--- config.mk ---
export PLATFORM = sky130hd
export DESIGN_NAME = iter_divider
export DESIGN_NICKNAME = d
export VERILOG_FILES = /design/src/rtl/iter_divider.sv
export SDC_FILE = /design/constraint.sdc
export NUM_CORES = 1
export LEC_CHECK = 0
export CAP_MARGIN = 40
export CORE_MARGIN = 5
export CORE_UTILIZATION = 24
export DETAILED_ROUTE_END_ITERATION = 7
export PLACE_DENSITY = 0.38
export SYNTH_ARGS = -nofsm -noshare
export SYNTH_HDL_FRONTEND = slang
export SYNTH_SLANG_ARGS = --single-unit
--- constraint.sdc ---
create_clock -name clk_i -period 8.8 [get_ports clk_i]
set_input_delay 1.76 -clock clk_i [delete_from_list [all_inputs] [get_ports clk_i]]
set_output_delay 1.76 -clock clk_i [all_outputs]
set_load 0.05 [all_outputs]
--- src/rtl/iter_divider.sv ---
// Radix-2 restoring divider for DIV/DIVU: one quotient bit per cycle, signed fixup on completion.
// Optional DIV_EARLY_ZERO_EN: a zero divisor bypasses CALC and completes directly.
module iter_divider #(
  parameter int Width = 32
) (
  input  logic             clk_i,
  input  logic             rst_ni,
  input  logic             start_i,
  input  logic             sign_i,
  input  logic [Width-1:0] dividend_i,
  input  logic [Width-1:0] divisor_i,
  input  logic             flush_i,
  output logic             busy_o,
  output logic             valid_o,
  output logic [Width-1:0] quotient_o,
  output logic [Width-1:0] remainder_o,
  output logic             div_zero_o
);

  localparam int CntW = $clog2(Width);
  localparam logic [CntW-1:0] CntLast = CntW'(Width - 1);

  typedef enum logic [1:0] {IDLE, CALC, DONE} state_e;

  state_e            state_q, state_d;
  logic [CntW-1:0]   cnt_q, cnt_d;
  logic [Width-1:0]  rem_q, rem_d;
  logic [Width-1:0]  quo_q, quo_d;
  logic [Width-1:0]  dvs_q, dvs_d;
  logic [Width-1:0]  dvd_raw_q, dvd_raw_d;
  logic              qneg_q, qneg_d;
  logic              rneg_q, rneg_d;
  logic              zero_q, zero_d;
  logic [Width-1:0]  quotient_q, quotient_d;
  logic [Width-1:0]  remainder_q, remainder_d;
  logic              div_zero_q, div_zero_d;

  logic              accept;
  logic [Width:0]    partial;
  logic [Width-1:0]  diff;
  logic              ge;
  logic [Width-1:0]  rem_nx, quo_nx;

  // Trial subtract: the remainder stays below the divisor, so W bits suffice after restore.
  always_comb begin
    partial = {rem_q, quo_q[Width-1]};
    ge      = partial >= {1'b0, dvs_q};
    diff    = partial[Width-1:0] - dvs_q;
    rem_nx  = ge ? diff : partial[Width-1:0];
    quo_nx  = {quo_q[Width-2:0], ge};
  end

  always_comb begin
    state_d     = state_q;
    cnt_d       = cnt_q;
    rem_d       = rem_q;
    quo_d       = quo_q;
    dvs_d       = dvs_q;
    dvd_raw_d   = dvd_raw_q;
    qneg_d      = qneg_q;
    rneg_d      = rneg_q;
    zero_d      = zero_q;
    quotient_d  = quotient_q;
    remainder_d = remainder_q;
    div_zero_d  = div_zero_q;
    accept      = (state_q != CALC) && start_i && !flush_i;

    case (state_q)
      IDLE, DONE: begin
        state_d = IDLE;
        if (accept) begin
          state_d    = CALC;
          cnt_d      = '0;
          rem_d      = '0;
          quo_d      = (sign_i && dividend_i[Width-1]) ? -dividend_i : dividend_i;
          dvs_d      = (sign_i && divisor_i[Width-1])  ? -divisor_i  : divisor_i;
          dvd_raw_d  = dividend_i;
          qneg_d     = sign_i & (dividend_i[Width-1] ^ divisor_i[Width-1]);
          rneg_d     = sign_i & dividend_i[Width-1];
          zero_d     = (divisor_i == '0);
          div_zero_d = 1'b0;
`ifdef DIV_EARLY_ZERO_EN
          if (divisor_i == '0) begin
            state_d     = DONE;
            quotient_d  = '1;
            remainder_d = dividend_i;
            div_zero_d  = 1'b1;
          end
`endif
        end
      end
      CALC: begin
        rem_d = rem_nx;
        quo_d = quo_nx;
        cnt_d = cnt_q + 1'b1;
        if (cnt_q == CntLast && !flush_i) begin
          state_d     = DONE;
          cnt_d       = '0;
          quotient_d  = zero_q ? '1        : (qneg_q ? -quo_nx : quo_nx);
          remainder_d = zero_q ? dvd_raw_q : (rneg_q ? -rem_nx : rem_nx);
          div_zero_d  = zero_q;
        end
      end
      default: state_d = IDLE;
    endcase

    // Abort wins over everything else; results from the aborted op are never published.
    if (flush_i) begin
      state_d = IDLE;
      cnt_d   = '0;
    end
  end

  always_ff @(posedge clk_i) begin
    if (!rst_ni) begin
      state_q     <= IDLE;
      cnt_q       <= '0;
      rem_q       <= '0;
      quo_q       <= '0;
      dvs_q       <= '0;
      dvd_raw_q   <= '0;
      qneg_q      <= 1'b0;
      rneg_q      <= 1'b0;
      zero_q      <= 1'b0;
      quotient_q  <= '0;
      remainder_q <= '0;
      div_zero_q  <= 1'b0;
    end else begin
      state_q     <= state_d;
      cnt_q       <= cnt_d;
      rem_q       <= rem_d;
      quo_q       <= quo_d;
      dvs_q       <= dvs_d;
      dvd_raw_q   <= dvd_raw_d;
      qneg_q      <= qneg_d;
      rneg_q      <= rneg_d;
      zero_q      <= zero_d;
      quotient_q  <= quotient_d;
      remainder_q <= remainder_d;
      div_zero_q  <= div_zero_d;
    end
  end

  assign busy_o      = (state_q == CALC);
  assign valid_o     = (state_q == DONE);
  assign quotient_o  = quotient_q;
  assign remainder_o = remainder_q;
  assign div_zero_o  = div_zero_q;

endmodule

; ---- After elaboration in Yosys (flattened, before gate mapping)
; Cells that the tools add are included.
[totals]
output_inout_bits = 67
ff_bits = 203
word_cells = 64
in_bits = 69
[classes]
bitwise = 4
n_mux = 20
reduce_logical = 15
n_eq_ne = 6
addsub = 6
n_lt_le_gt_ge = 1
[ops]
columns = cell, n
row1 = $mux W32, 9
row2 = $neg A32 Y32, 4
row3 = $pmux W32 S2, 2
row4 = $ge A33 B32 Y1, 1
row5 = $logic_not A32 Y1, 1
row6 = $sub A32 B32 Y32, 1
row7 = $mux W5, 2
row8 = $pmux W5 S2, 1
row9 = $reduce_and A2 Y1, 3
row10 = $add A5 B1 Y5 const B, 1
row11 = $eq A5 B5 Y1 const B, 1
row12 = $logic_and A1 B1 Y1, 5
row13 = $ne A2 B1 Y1 const B, 2
row14 = $pmux W2 S2, 1
row15 = $reduce_or A2 Y1, 2
row16 = $mux W1, 3
row17 = $reduce_and A3 Y1, 1
row18 = $and A1 B1 Y1, 2
row19 = $eq A2 B1 Y1 const B, 1
row20 = $eq A2 B2 Y1 const B, 1
row21 = $logic_not A2 Y1, 1
row22 = $mux W2, 1
row23 = $ne A2 B2 Y1 const B, 1
row24 = $pmux W1 S2, 1
row25 = other kinds (4), 4

; ---- Longest topological paths before layout
; Gate-level depths: netlist of run 1.
[depth]
depth_word = 5
depth_mapped = 24
ltp_nobuf = 19

; ---- Least setup slack after synthesis of run 1
; No wires, ideal clock.
[synth_timing]
kind = register to register
start = reg dvs_q[14]
end = reg remainder_q[26] (netlist: remainder_o[26])
setup_ps = 74
t_required_ps = 8726
n_path_buf = 5
t_arrival_ps = 4804
stages_incl_launch_ff = 25
slack_ps = 3922
period_less_slack_ps = 4878
path_cell_list = dfxtp_1 -> inv_1 -> ha_1 -> clkbuf_1 -> a21oi_1 -> o21ai_1 -> o2111ai_1 -> a31o_1 -> nand2_1 -> buf_2 -> buf_2 -> buf_2 -> buf_1 -> nand2_1 -> o21ai_0 -> ha_1 -> nand2_1 -> a211oi_1 -> o21ai_0 -> nor4b_4 -> o22ai_2 -> nor4_4 -> nand2_1 -> mux2_4 -> o22ai_2
[synth_between]
elab_chain_cells = 5
word_cells_on_any_way = 6
cone_classes = add/sub: 2 / order compare: 1 / mux: 3
[synth_lines]
columns = item, line
row1 = start: declaration, 29  ; logic [Width-1:0] dvs_q, dvs_d;
row2 = start signal: assignment, 133  ; dvs_q <= dvs_d;
row3 = $sub A32 B32 Y32 or $ge A33 B32 Y1 (tied branches), "48, 47"
row4 = $mux W32 *, 49  ; rem_nx = ge ? diff : partial[Width-1:0];
row5 = $neg A32 Y32, 100  ; remainder_d = zero_q ? dvd_raw_q : (rneg_q ? -rem_nx : rem_nx);
row6 = $mux W32 * (2 in a row), 100
row7 = end signal: assignment, 139  ; remainder_q <= remainder_d;
row8 = end: declaration, 35  ; logic [Width-1:0] remainder_q, remainder_d;
; Every way passes the cells marked *; elsewhere a longest branch is shown, timed or not.
; A chain may end at the register's enable or synchronous reset.

; ---- Worst setup path in the final report of run 1
[layout_timing]
start = reg rem_q[5]
end = reg remainder_q[26] (netlist: remainder_o[26])
[layout_between]
elab_chain_cells = 5
word_cells_on_any_way = 6
cone_classes = add/sub: 2 / order compare: 1 / mux: 3
[layout_lines]
columns = item, line
row1 = start: declaration, 27  ; logic [Width-1:0] rem_q, rem_d;
row2 = start signal: assignment, 131  ; rem_q <= rem_d;
row3 = $sub A32 B32 Y32 or $ge A33 B32 Y1 (tied branches), "48, 47"
row4 = $mux W32 *, 49
row5 = $neg A32 Y32, 100
row6 = $mux W32 * (2 in a row), 100
; Marks and branches as above.

==> flow_summary.json, run 1 <==
{
  "synth_top_family_by_area": "compound AO/OA/AOI/OAI gates",
  "yosys_most_used_dff": "dfxtp_1",
  "cts_resized": 0,
  "synthMuxAreaShare": 0.02157,
  "cts-buffers-inserted": 28,
  "dieArea_um2": 58900,
  "insertion_delay_ps": 560,
  "grt_start_max_net_pins": 66,
  "cts_hold_buf": 0,
  "ios": 136,
  "relSlewSlack": 0.3800,
  "yosysTopAreaCell": "dfxtp_1",
  "critPathLaunchType": "flop",
  "period_share": 0.6085,
  "synth-seq-cells": 203,
  "via_per_inst": 5.060,
  "synthTopCellsByArea": "dfxtp_1, nand2_1, a21oi_1",
  "ys_seq_area_frac": 0.3127,
  "synth_edf_count": 0,
  "synth_simple_gate_area_frac": 0.2098,
  "arrival_ps": 5840,
  "setup_ws_ps": 3445,
  "antenna_found_initial": 0,
  "peakVddDrop_uv": 126.4,
  "worstSetupPathType": "reg -> reg",
  "gp_congestion": 0.8548,
  "grt_pass1_vias": 12270,
  "synth-compound-area-share": 0.2888,
  "cp_num_buf_inv": 0,
  "post_cts_buffers": 0,
  "cp_slowest_stage_delay_ps": 450,
  "die_h_um": 242.7,
  "setup_viol": 0,
  "wl_per_cell_um": 19.51,
  "cts-root-buf": "clkbuf_16",
  "rsz0062_at_grt": "no",
  "clock_path_buffers": 3,
  "design_area_um2": 15880,
  "fp.coreArea_um2": 53710,
  "dr.first_iter.drc_count": 882,
  "min_path_cells": 2,
  "syn_avg_cell_area_um2": 7.622,
  "finalSetupTns_ps": 0,
  "worst_pin_slew_ps": 927.8,
  "hpwl_um": 36250,
  "status": "completed",
  "synth_fp_nets": 1813,
  "place_ws_ps": 3467,
  "synthXorXnorAreaFrac": 0.07751,
  "cts.reportedPaths.clkPinSlew_ps": 60,
  "syn_area_um2": 12990,
  "async_reset_ff_frac": 0,
  "worst_setup_path_end_kind": "flop",
  "critical_path_depth": 17,
  "drc_errors": 0,
  "clock.fmax_mhz": 186.8,
  "skew_ps": 8.439,
  "ff2ff_path_depth": 17,
  "synth_cell_types": 81,
  "ant_nets": 0,
  "synth_fa_ha_area_frac": 0.03813,
  "area_delta_synth_final_pct": 22.16,
  "drv_slew": 0,
  "crit_chain": "ha_1 > a21oi_1 > o21ai_1 > a41oi_1 > a31o_1 > nand2_2 > o21ai_0 > ha_1 > nand2_1 > a211oi_1 > o21ai_0 > nor4b_4 > o22ai_2 > nor4_4 > nand2_1 > mux2_4 > o22ai_2",
  "period_minus_slack_ps": 5355,
  "crit_slowest_cell": "a41oi_1",
  "initial_core_util": 0.2420,
  "num_rows": 85,
  "cts.htree.levels": 1,
  "die_w_um": 242.7,
  "r2r_slack_ps": 3450,
  "synth_top_area_frac": 0.3127,
  "nNetsFinal": 1878,
  "diodes": 0,
  "power_leakage_nw": 6.089,
  "critical_path_required_ps": 9280,
  "hold_viol": 0,
  "ys_warn_count": 0,
  "grt.overflow.total": 0,
  "min_path_type": "reg -> reg",
  "drt-total-wl_um": 48510,
  "clock-sinks": 203,
  "vias": 12580,
  "maxCapViolCount": 0,
  "cts_tree": "done",
  "power_density_nw_per_um2": 164.8,
  "power.total_mw": 2.616,
  "drive_gt1_frac": 0.05196,
  "drt_first_pass_iters": 5,
  "critPathTopFamily": "compound AO/OA/AOI/OAI gates",
  "gr-usage-all-layers": 0.1568,
  "dpl_cell_area_um2": 14930,
  "grt_pass1_wl_um": 74710,
  "synthCells": 1705,
  "crit_path_max_fanout": 28,
  "finish.utilization": 0.2956,
  "numPortBuffers": 135
}
## final timing paths
check | from | end
setup / recovery | rem_q[5] | remainder_o[26]
setup reg to reg | rem_q[5] | remainder_o[26]
hold reg to reg | dvd_raw_q[2] | dvd_raw_q[2]
hold / removal | dvd_raw_q[2] | dvd_raw_q[2]
## worst register-to-register path, stage by stage (launching register included)
cell and delay [ps]:
dfxtp_1 350, ha_1 420, a21oi_1 400, o21ai_1 170, a41oi_1 450, a31o_1 260
nand2_2 370, o21ai_0 460, ha_1 260, nand2_1 80, a211oi_1 290, o21ai_0 260
nor4b_4 370, o22ai_2 210, nor4_4 400, nand2_1 120, mux2_4 320, o22ai_2 100
## area by class of cell
cell class	instances	area (um^2)
clock buffer	45	885.9
fill	5794	37830
tap	696	870.8
sequential	203	4064
multi-input combinational	1328	8287
inverter	56	210.2
clock inverter	5	56.30
timing repair buffer	153	1501
## layer usage
| layer | up-vias | routed length [um] | track usage | part of all wire |
|---|---|---|---|---|
| met5 | - | 0 | 0 | 0 |
| met1 | 5942 | 24290 | 0.2286 | 0.50 |
| li1 | 6323 | - | - | - |
| met2 | 254 | 20930 | 0.2434 | 0.43 |
| met3 | 61 | 1977 | 0.02046 | 0.041 |
| met4 | 0 | 1316 | 0.04372 | 0.027 |
## kinds of logic after synthesis
group	after synthesis
buf+inv	174
xor+xnor	115
compound gates	563
mux	26
simple gates	585
flops	203
fa+ha+maj	39
## power by group
part / internal (mW) / switching [mW] / total, mW / leakage [nW]
clock: 0.710 / 0.439 / 1.15 / 0.463
sequential: 0.946 / 0.0244 / 0.971 / 1.65
combinational: 0.186 / 0.311 / 0.496 / 3.98
## cell usage after synthesis, types with 15 or more instances
library cell,n
xnor2_1,51
nand2_1,232
a221oi_1,21
and2_1,15
o21ai_0,113
inv_1,54
nor2_1,151
a21boi_0,37
clkbuf_1,102
nor4_1,22
a21oi_1,149
xor2_1,64
or3_1,24
o211a_1,39
dfxtp_1,203
a31oi_1,28
mux2i_1,22
a22oi_1,25
nor3_1,34
o31ai_1,20
nand3_1,27
ha_1,38
## through the flow
stage / hold slack, ps / std cells
4_1_cts: 458.3 / 2486
6_report: 457.6 / 2486
5_1_grt: 472.4 / 2486
2_1_floorplan: 436.1 / 1705
3_3_place_gp: 445.7 / 2433
3_5_place_dp: 449.6 / 2436
## flip-flops by register name (all words and copies together), names as in the netlist
signal	flops
remainder_o	32
cnt_q	5
state_q	2
rem_q	32
dvd_raw_q	32
quotient_o	32
qneg_q	1
dvs_q	32
quo_q	32
div_zero_o	1
rneg_q	1
zero_q	1
## cells in the final DEF, fill, tap and decap left out, types with 10 or more instances in the layout
master and instances:
nand2_1 230, dfxtp_1 203, a21oi_1 149, nor2_1 148
clkdlybuf4s50_1 134, o21ai_0 113, xor2_1 64, inv_1 53
xnor2_1 51, o211a_1 39, ha_1 38, a21boi_0 37
nor3_1 34, clkbuf_16 29, a31oi_1 28, nand3_1 27
a22oi_1 25, or3_1 24, nor4_1 22, mux2i_1 22
a221oi_1 21, o31ai_1 20, buf_4 16, nand2b_1 14
a21o_1 14, and2_1 14, o211ai_1 14, o21ai_1 11
and3_1 11, a211oi_1 10, or4_1 10, o41ai_1 10
clkbuf_8 10
Power figures use the tool's default switching activity.
==> inputs of run 2 (changes only) <==
--- a/config.mk
+++ b/config.mk
@@ -9,7 +9,7 @@
 export CORE_MARGIN = 5
 export CORE_UTILIZATION = 24
 export DETAILED_ROUTE_END_ITERATION = 7
-export PLACE_DENSITY = 0.38
+export PLACE_DENSITY = 0.4
 export SYNTH_ARGS = -nofsm -noshare
 export SYNTH_HDL_FRONTEND = slang
 export SYNTH_SLANG_ARGS = --single-unit
==> constraint.sdc (replaced) <==
create_clock -name clk_i -period 4.75 [get_ports clk_i]
set_input_delay 0.95 -clock clk_i [delete_from_list [all_inputs] [get_ports clk_i]]
set_output_delay 0.95 -clock clk_i [all_outputs]
set_load 0.05 [all_outputs]
==> run 2 against run 1 <==
Global-route usage up 0.63 points. Sequential cell count unchanged. Combinational power up 95%. Non-clock buffer count up 33. Highest routed layer unchanged.
==> flow_summary.json, run 2 (same netlist as run 1, synthesis figures left out) <==
{
  "status": "completed",
  "setup.worst_path.end": "remainder_o[20]",
  "cts-buffers-inserted": 28,
  "r2r-start": "rem_q[10]",
  "wl_per_cell_um": 19.90,
  "min_path_type": "reg -> reg",
  "power_density_nw_per_um2": 302.7,
  "area_delta_synth_final_pct": 24.87,
  "clock-sinks": 203,
  "die_w_um": 242.7,
  "ios": 136,
  "r2r_end": "remainder_o[20]",
  "grt_pass1_wl_um": 77330,
  "die_h_um": 242.7,
  "gp_congestion": 0.8746,
  "drive_gt1_frac": 0.07578,
  "drc_errors": 0,
  "worst_setup_path_end_kind": "flop",
  "cts_tree": "done",
  "layout_common_cells": "nand2_1, dfxtp_1, nor2_1",
  "ff2ff_path_depth": 18,
  "drv_slew": 0,
  "ant_nets": 0,
  "nNetsFinal": 1911,
  "final_cells": 2517,
  "rsz0062_at_grt": "no",
  "fillers": 5782,
  "critical_path_required_ps": 5230,
  "cp_num_buf_inv": 1,
  "power_leakage_nw": 6.267,
  "crit_path_max_fanout": 8,
  "grt_start_max_net_pins": 67,
  "arrival_ps": 4880,
  "maxCapViolCount": 0,
  "period_minus_slack_ps": 4394,
  "mostFrequentLayoutCell": "nand2_1",
  "relSlewSlack": 0.4357,
  "cts.htree.levels": 1,
  "numPortBuffers": 135,
  "skew_ps": 13.37,
  "grt.overflow.total": 0,
  "power.total_mw": 4.912,
  "cts.reportedPaths.clkPinSlew_ps": 60,
  "cp_slowest_stage_delay_ps": 440,
  "fp.coreArea_um2": 53710,
  "dieArea_um2": 58900,
  "via_per_inst": 5.087,
  "hold_viol": 0,
  "placed_cells": 2468,
  "dr.first_iter.drc_count": 986,
  "worstSetupPathType": "reg -> reg",
  "vias": 12810,
  "drt_first_pass_iters": 7,
  "critPathTopFamily": "compound AO/OA/AOI/OAI gates",
  "crit_chain": "ha_1 > nand2_1 > nor4_4 > o21ai_2 > a31o_1 > nand2_2 > mux2i_1 > ha_1 > nand2_1 > a211oi_1 > o21ai_1 > nor4b_4 > o22ai_2 > buf_4 > o31ai_1 > xor2_1 > nand2_1 > a31oi_1",
  "grt_pass1_vias": 12680,
  "gr-usage-all-layers": 0.1631,
  "r2r_slack_ps": 360,
  "period_share": 0.9251,
  "insertion_delay_ps": 560,
  "startpoint": "rem_q[10]",
  "critical_path_depth": 18,
  "cts_hold_buf": 0,
  "setup_viol": 0,
  "peakVddDrop_uv": 244.8,
  "clock_path_buffers": 3,
  "critPathLaunchType": "flop",
  "cts-root-buf": "clkbuf_16",
  "clock.fmax_mhz": 227.6,
  "crit_top_cell": "nand2_1",
  "initial_core_util": 0.2420,
  "crit_slowest_cell": "ha_1",
  "hpwl_um": 37930,
  "worst_pin_slew_ps": 844.4,
  "diodes": 0,
  "drt-total-wl_um": 50100,
  "num_rows": 85,
  "antenna_found_initial": 0
}
[run 2: cell count changes in the layout (fill, tap and decap cells not counted), sizes merged]
| cell | delta |
|---|---|
| bufinv | +2 |
| clkinv | +2 |
| clkdlybuf4s18 | -1 |
| clkinvlp | -1 |
| buf | +34 |
| clkbuf | -5 |
[run 2: layout make-up]
| type | instances | area (um^2) | area share |
|---|---|---|---|
| clock inverter | 8 | 122.6 | 0.007557 |
| multi-input combinational | 1328 | 8356 | 0.5149 |
| sequential | 203 | 4064 | 0.2504 |
| tap | 696 | 870.8 | 0.05367 |
| inverter | 56 | 210.2 | 0.01295 |
| timing repair buffer | 186 | 1807 | 0.1113 |
| clock buffer | 40 | 797.0 | 0.04912 |
[run 2: what timing repair did]
item / in CTS / in global routing
gates resized for setup: 2 / 16
endpoints found under the setup margin: 1 / 9
buffers inserted: 0 / 1
pin swaps: 0 / 2
[run 2: worst min-delay path by stage]
stage	startpoint	to	slack, ps	depth (start not counted)
6_report	dvd_raw_q[0]	dvd_raw_q[0]	460	2
5_1_grt	dvd_raw_q[21]	dvd_raw_q[21]	490	2
2_1_floorplan	dvd_raw_q[2]	dvd_raw_q[2]	440	2
4_1_cts	dvd_raw_q[4]	dvd_raw_q[4]	460	2
3_3_place_gp	dvd_raw_q[3]	dvd_raw_q[3]	450	2
3_5_place_dp	dvd_raw_q[4]	dvd_raw_q[4]	450	2
[run 2: metal layers]
layer | wire, um | vias up | share of wire | track usage
met2 | 22390 | 281 | 0.45 | 0.2638
met1 | 24080 | 6110 | 0.48 | 0.2301
met4 | 1433 | 0 | 0.029 | 0.04640
met5 | 0 | - | 0 | 0
met3 | 2196 | 60 | 0.044 | 0.01903
li1 | - | 6354 | - | -
[run 2: where the power goes]
part,switching [mW],total [mW],internal (mW)
Sequential,0.0443,1.80,1.75
Clock,0.829,2.15,1.32
Combinational,0.595,0.969,0.375
[run 2: stage by stage]
stage               TNS [ps]  area, um^2  setup WS (ps)  hold WS [ps]    util
finish                     0       16230          355.6         459.5  0.3021
global route               0       16230          19.73         485.9  0.3021
CTS                        0       16170          67.28         458.7  0.3010
detailed placement    -9.555       15230         -9.555         450.4  0.2837
global placement           0       15180          95.59         446.6  0.2826
floorplan                  0       13000          6.210         436.1       -
[run 2: worst register-to-register path, stage by stage (launching register included)]
cell and delay, ps:
dfxtp_1 370, ha_1 440, nand2_1 190, nor4_4 340, o21ai_2 150, a31o_1 270
nand2_2 200, mux2i_1 270, ha_1 220, nand2_1 80, a211oi_1 260, o21ai_1 180
nor4b_4 340, o22ai_2 180, buf_4 180, o31ai_1 270, xor2_1 180, nand2_1 70
a31oi_1 130
==> inputs of run 3 (changes only) <==
==> constraint.sdc (replaced) <==
create_clock -name clk_i -period 4.75 [get_ports clk_i]
set_input_delay 0.475 -clock clk_i [delete_from_list [all_inputs] [get_ports clk_i]]
set_output_delay 0.475 -clock clk_i [all_outputs]
set_load 0.05 [all_outputs]
==> run 3 against run 2 <==
Non-clock buffer count down 2. Critical path depth rose by 1. Combinational power hardly changed. Sequential share of layout area increased by 0.085 points. Register-to-register slack improved by 40 ps. Clock skew increased by 1.4 ps. Total power decreased by 2.2%. Hold slack worse by 22 ps. Sequential power is essentially flat. Largest cell class unchanged. Largest power group unchanged.
==> flow_summary.json, run 3 (same netlist as run 1, synthesis figures left out) <==
{
  "grt_pass1_vias": 12280,
  "dr.first_iter.drc_count": 862,
  "power_density_nw_per_um2": 296.9,
  "worstSetupPathType": "reg -> reg",
  "r2r_slack_ps": 390,
  "combPwrFrac": 0.202,
  "skew_ps": 14.75,
  "fp.coreArea_um2": 53710,
  "cts_hold_buf": 0,
  "hpwl_um": 37500,
  "period_share": 0.9169,
  "initial_core_util": 0.2420,
  "gr-usage-all-layers": 0.1613,
  "die_h_um": 242.7,
  "clock_path_buffers": 3,
  "cts.reportedPaths.clkPinSlew_ps": 60,
  "seq_power_share": 0.374,
  "numPortBuffers": 135,
  "drt_first_pass_iters": 5,
  "vias": 12770,
  "dpl_cell_area_um2": 15210,
  "peakVddDrop_uv": 218.8,
  "fillers": 5755,
  "clock.fmax_mhz": 229.6,
  "cts.htree.levels": 1,
  "period_minus_slack_ps": 4355,
  "hp-start": "rst_ni",
  "critical_path_required_ps": 5220,
  "crit_path_max_fanout": 7,
  "area_delta_synth_final_pct": 24.56,
  "wl_per_cell_um": 19.67,
  "worst_setup_path_end_kind": "flop",
  "relSlewSlack": 0.4357,
  "drt-total-wl_um": 49500,
  "gp_congestion": 0.8496,
  "grt_pass1_wl_um": 76540,
  "via_per_inst": 5.075,
  "p_switching_mw": 1.476,
  "mostFrequentLayoutCell": "nand2_1",
  "hold_viol": 0,
  "worst_pin_slew_ps": 841.3,
  "nNetsFinal": 1908,
  "whs_endpoint": "quotient_o[13]",
  "rsz0062_at_grt": "no",
  "drive_gt1_frac": 0.07912,
  "cts_tree": "done",
  "grt_start_max_net_pins": 72,
  "die_w_um": 242.7,
  "setup_viol": 0,
  "drc_errors": 0,
  "design_area_um2": 16190,
  "cts-buffers-inserted": 27,
  "min_path_cells": 3,
  "num_rows": 85,
  "drv_slew": 0,
  "cts-root-buf": "clkbuf_16",
  "ios": 136,
  "r2r-start": "dvs_q[8]",
  "arrival_ps": 4820,
  "dieArea_um2": 58900,
  "ff2ff_path_depth": 19,
  "ant_nets": 0,
  "finish.utilization": 0.3014,
  "diodes": 0,
  "critPathLaunchType": "flop",
  "antenna_found_initial": 0,
  "r2r_end": "remainder_o[20]",
  "clkPwrFrac": 0.424,
  "finalSetupTns_ps": 0,
  "insertion_delay_ps": 550,
  "clock-sinks": 203,
  "layout_common_cells": "nand2_1, dfxtp_1, nor2_1, a21oi_1, clkdlybuf4s50_1",
  "grt.overflow.total": 0,
  "p_sw_frac": 0.3071,
  "power_leakage_nw": 6.251,
  "status": "completed",
  "min_path_type": "in -> reg",
  "maxCapViolCount": 0,
  "p_int_mw": 3.329
}
## run 3: changes by cell type in the layout (fill, tap and decap cells not counted), sizes merged
cell      previous run  this run
clkinvlp             0         3
clkbuf              40        38
buf                 52        50
bufinv               3         1
clkinv               7         9
## run 3: worst max-delay path, stage by stage, from the launching register on
cell      delay (ps)
dfxtp_1          330
inv_1             40
ha_1             420
nand4_1          230
nor4_2           400
a31oi_1          160
o31a_1           150
nand2_2          180
mux2i_2          270
ha_1             230
nand2_1          100
a211oi_2         250
o21ai_1          170
nor4b_4          350
o22ai_2          180
buf_4            180
o31ai_1          270
xor2_1           180
nand2_1           70
a31oi_1          130
## run 3: worst max-delay path by stage
stage | startpoint | to | slack [ps] | cells after the start
final | dvs_q[8] | remainder_o[20] | 390 | 19
after global routing | dvs_q[8] | remainder_o[20] | 30 | 19
after CTS | rem_q[11] | remainder_o[26] | 6 | 17
after detailed placement | dvs_q[10] | remainder_o[26] | -100 | 18
after global placement | rem_q[9] | remainder_o[26] | 70 | 17
after floorplan | dvs_q[10] | remainder_o[26] | 6 | 24
## run 3: per-stage QoR
step / instances / total power [mW] / worst slack (ps) / hold slack (ps)
6_report: 2516 / 4.805 / 394.7 / 437.7
5_1_grt: 2516 / 5.037 / 34.42 / 446.2
3_5_place_dp: 2464 / 2.791 / -96.44 / 447.2
3_3_place_gp: 2460 / 2.789 / 67.54 / 446.2
4_1_cts: 2514 / 4.868 / 6.396 / 424.2
2_1_floorplan: 1705 / 2.442 / 6.210 / 436.1
## run 3: power groups by stage
stage / Sequential [mW] / Combinational (mW) / Clock, mW
floorplan: 1.82 / 0.624 / 0
global placement: 1.83 / 0.956 / 0
detailed placement: 1.83 / 0.958 / 0
CTS: 1.80 / 0.967 / 2.11
global route: 1.80 / 1.07 / 2.17
finish: 1.80 / 0.971 / 2.04
## run 3: layout make-up
cell class | instances | area, um^2 | share of cell area
repair buffers | 184 | 1799 | 0.1112
flip-flops and latches | 203 | 4068 | 0.2513
inverters | 56 | 210.2 | 0.01299
well taps | 696 | 870.8 | 0.05380
multi-input cells | 1328 | 8361 | 0.5165
clock buffers | 38 | 787.0 | 0.04862
clock inverters | 11 | 91.34 | 0.005643
## run 3: timing repair
action / 4_1_cts / 5_1_grt
hold endpoints to repair: 0 / 0
pin swaps: 1 / 2
setup buffers: 1 / 2
setup endpoints to repair: 6 / 11
gates resized for setup: 2 / 19
## run 3: routing by layer
layer,vias to the layer above,share of wire,routed length (um),global-route usage
li1,6360,-,-,-
met2,281,0.45,22390,0.2585
met4,0,0.021,1051,0.03755
met3,44,0.041,2037,0.02277
met1,6083,0.49,24010,0.2304
met5,-,0,0,0
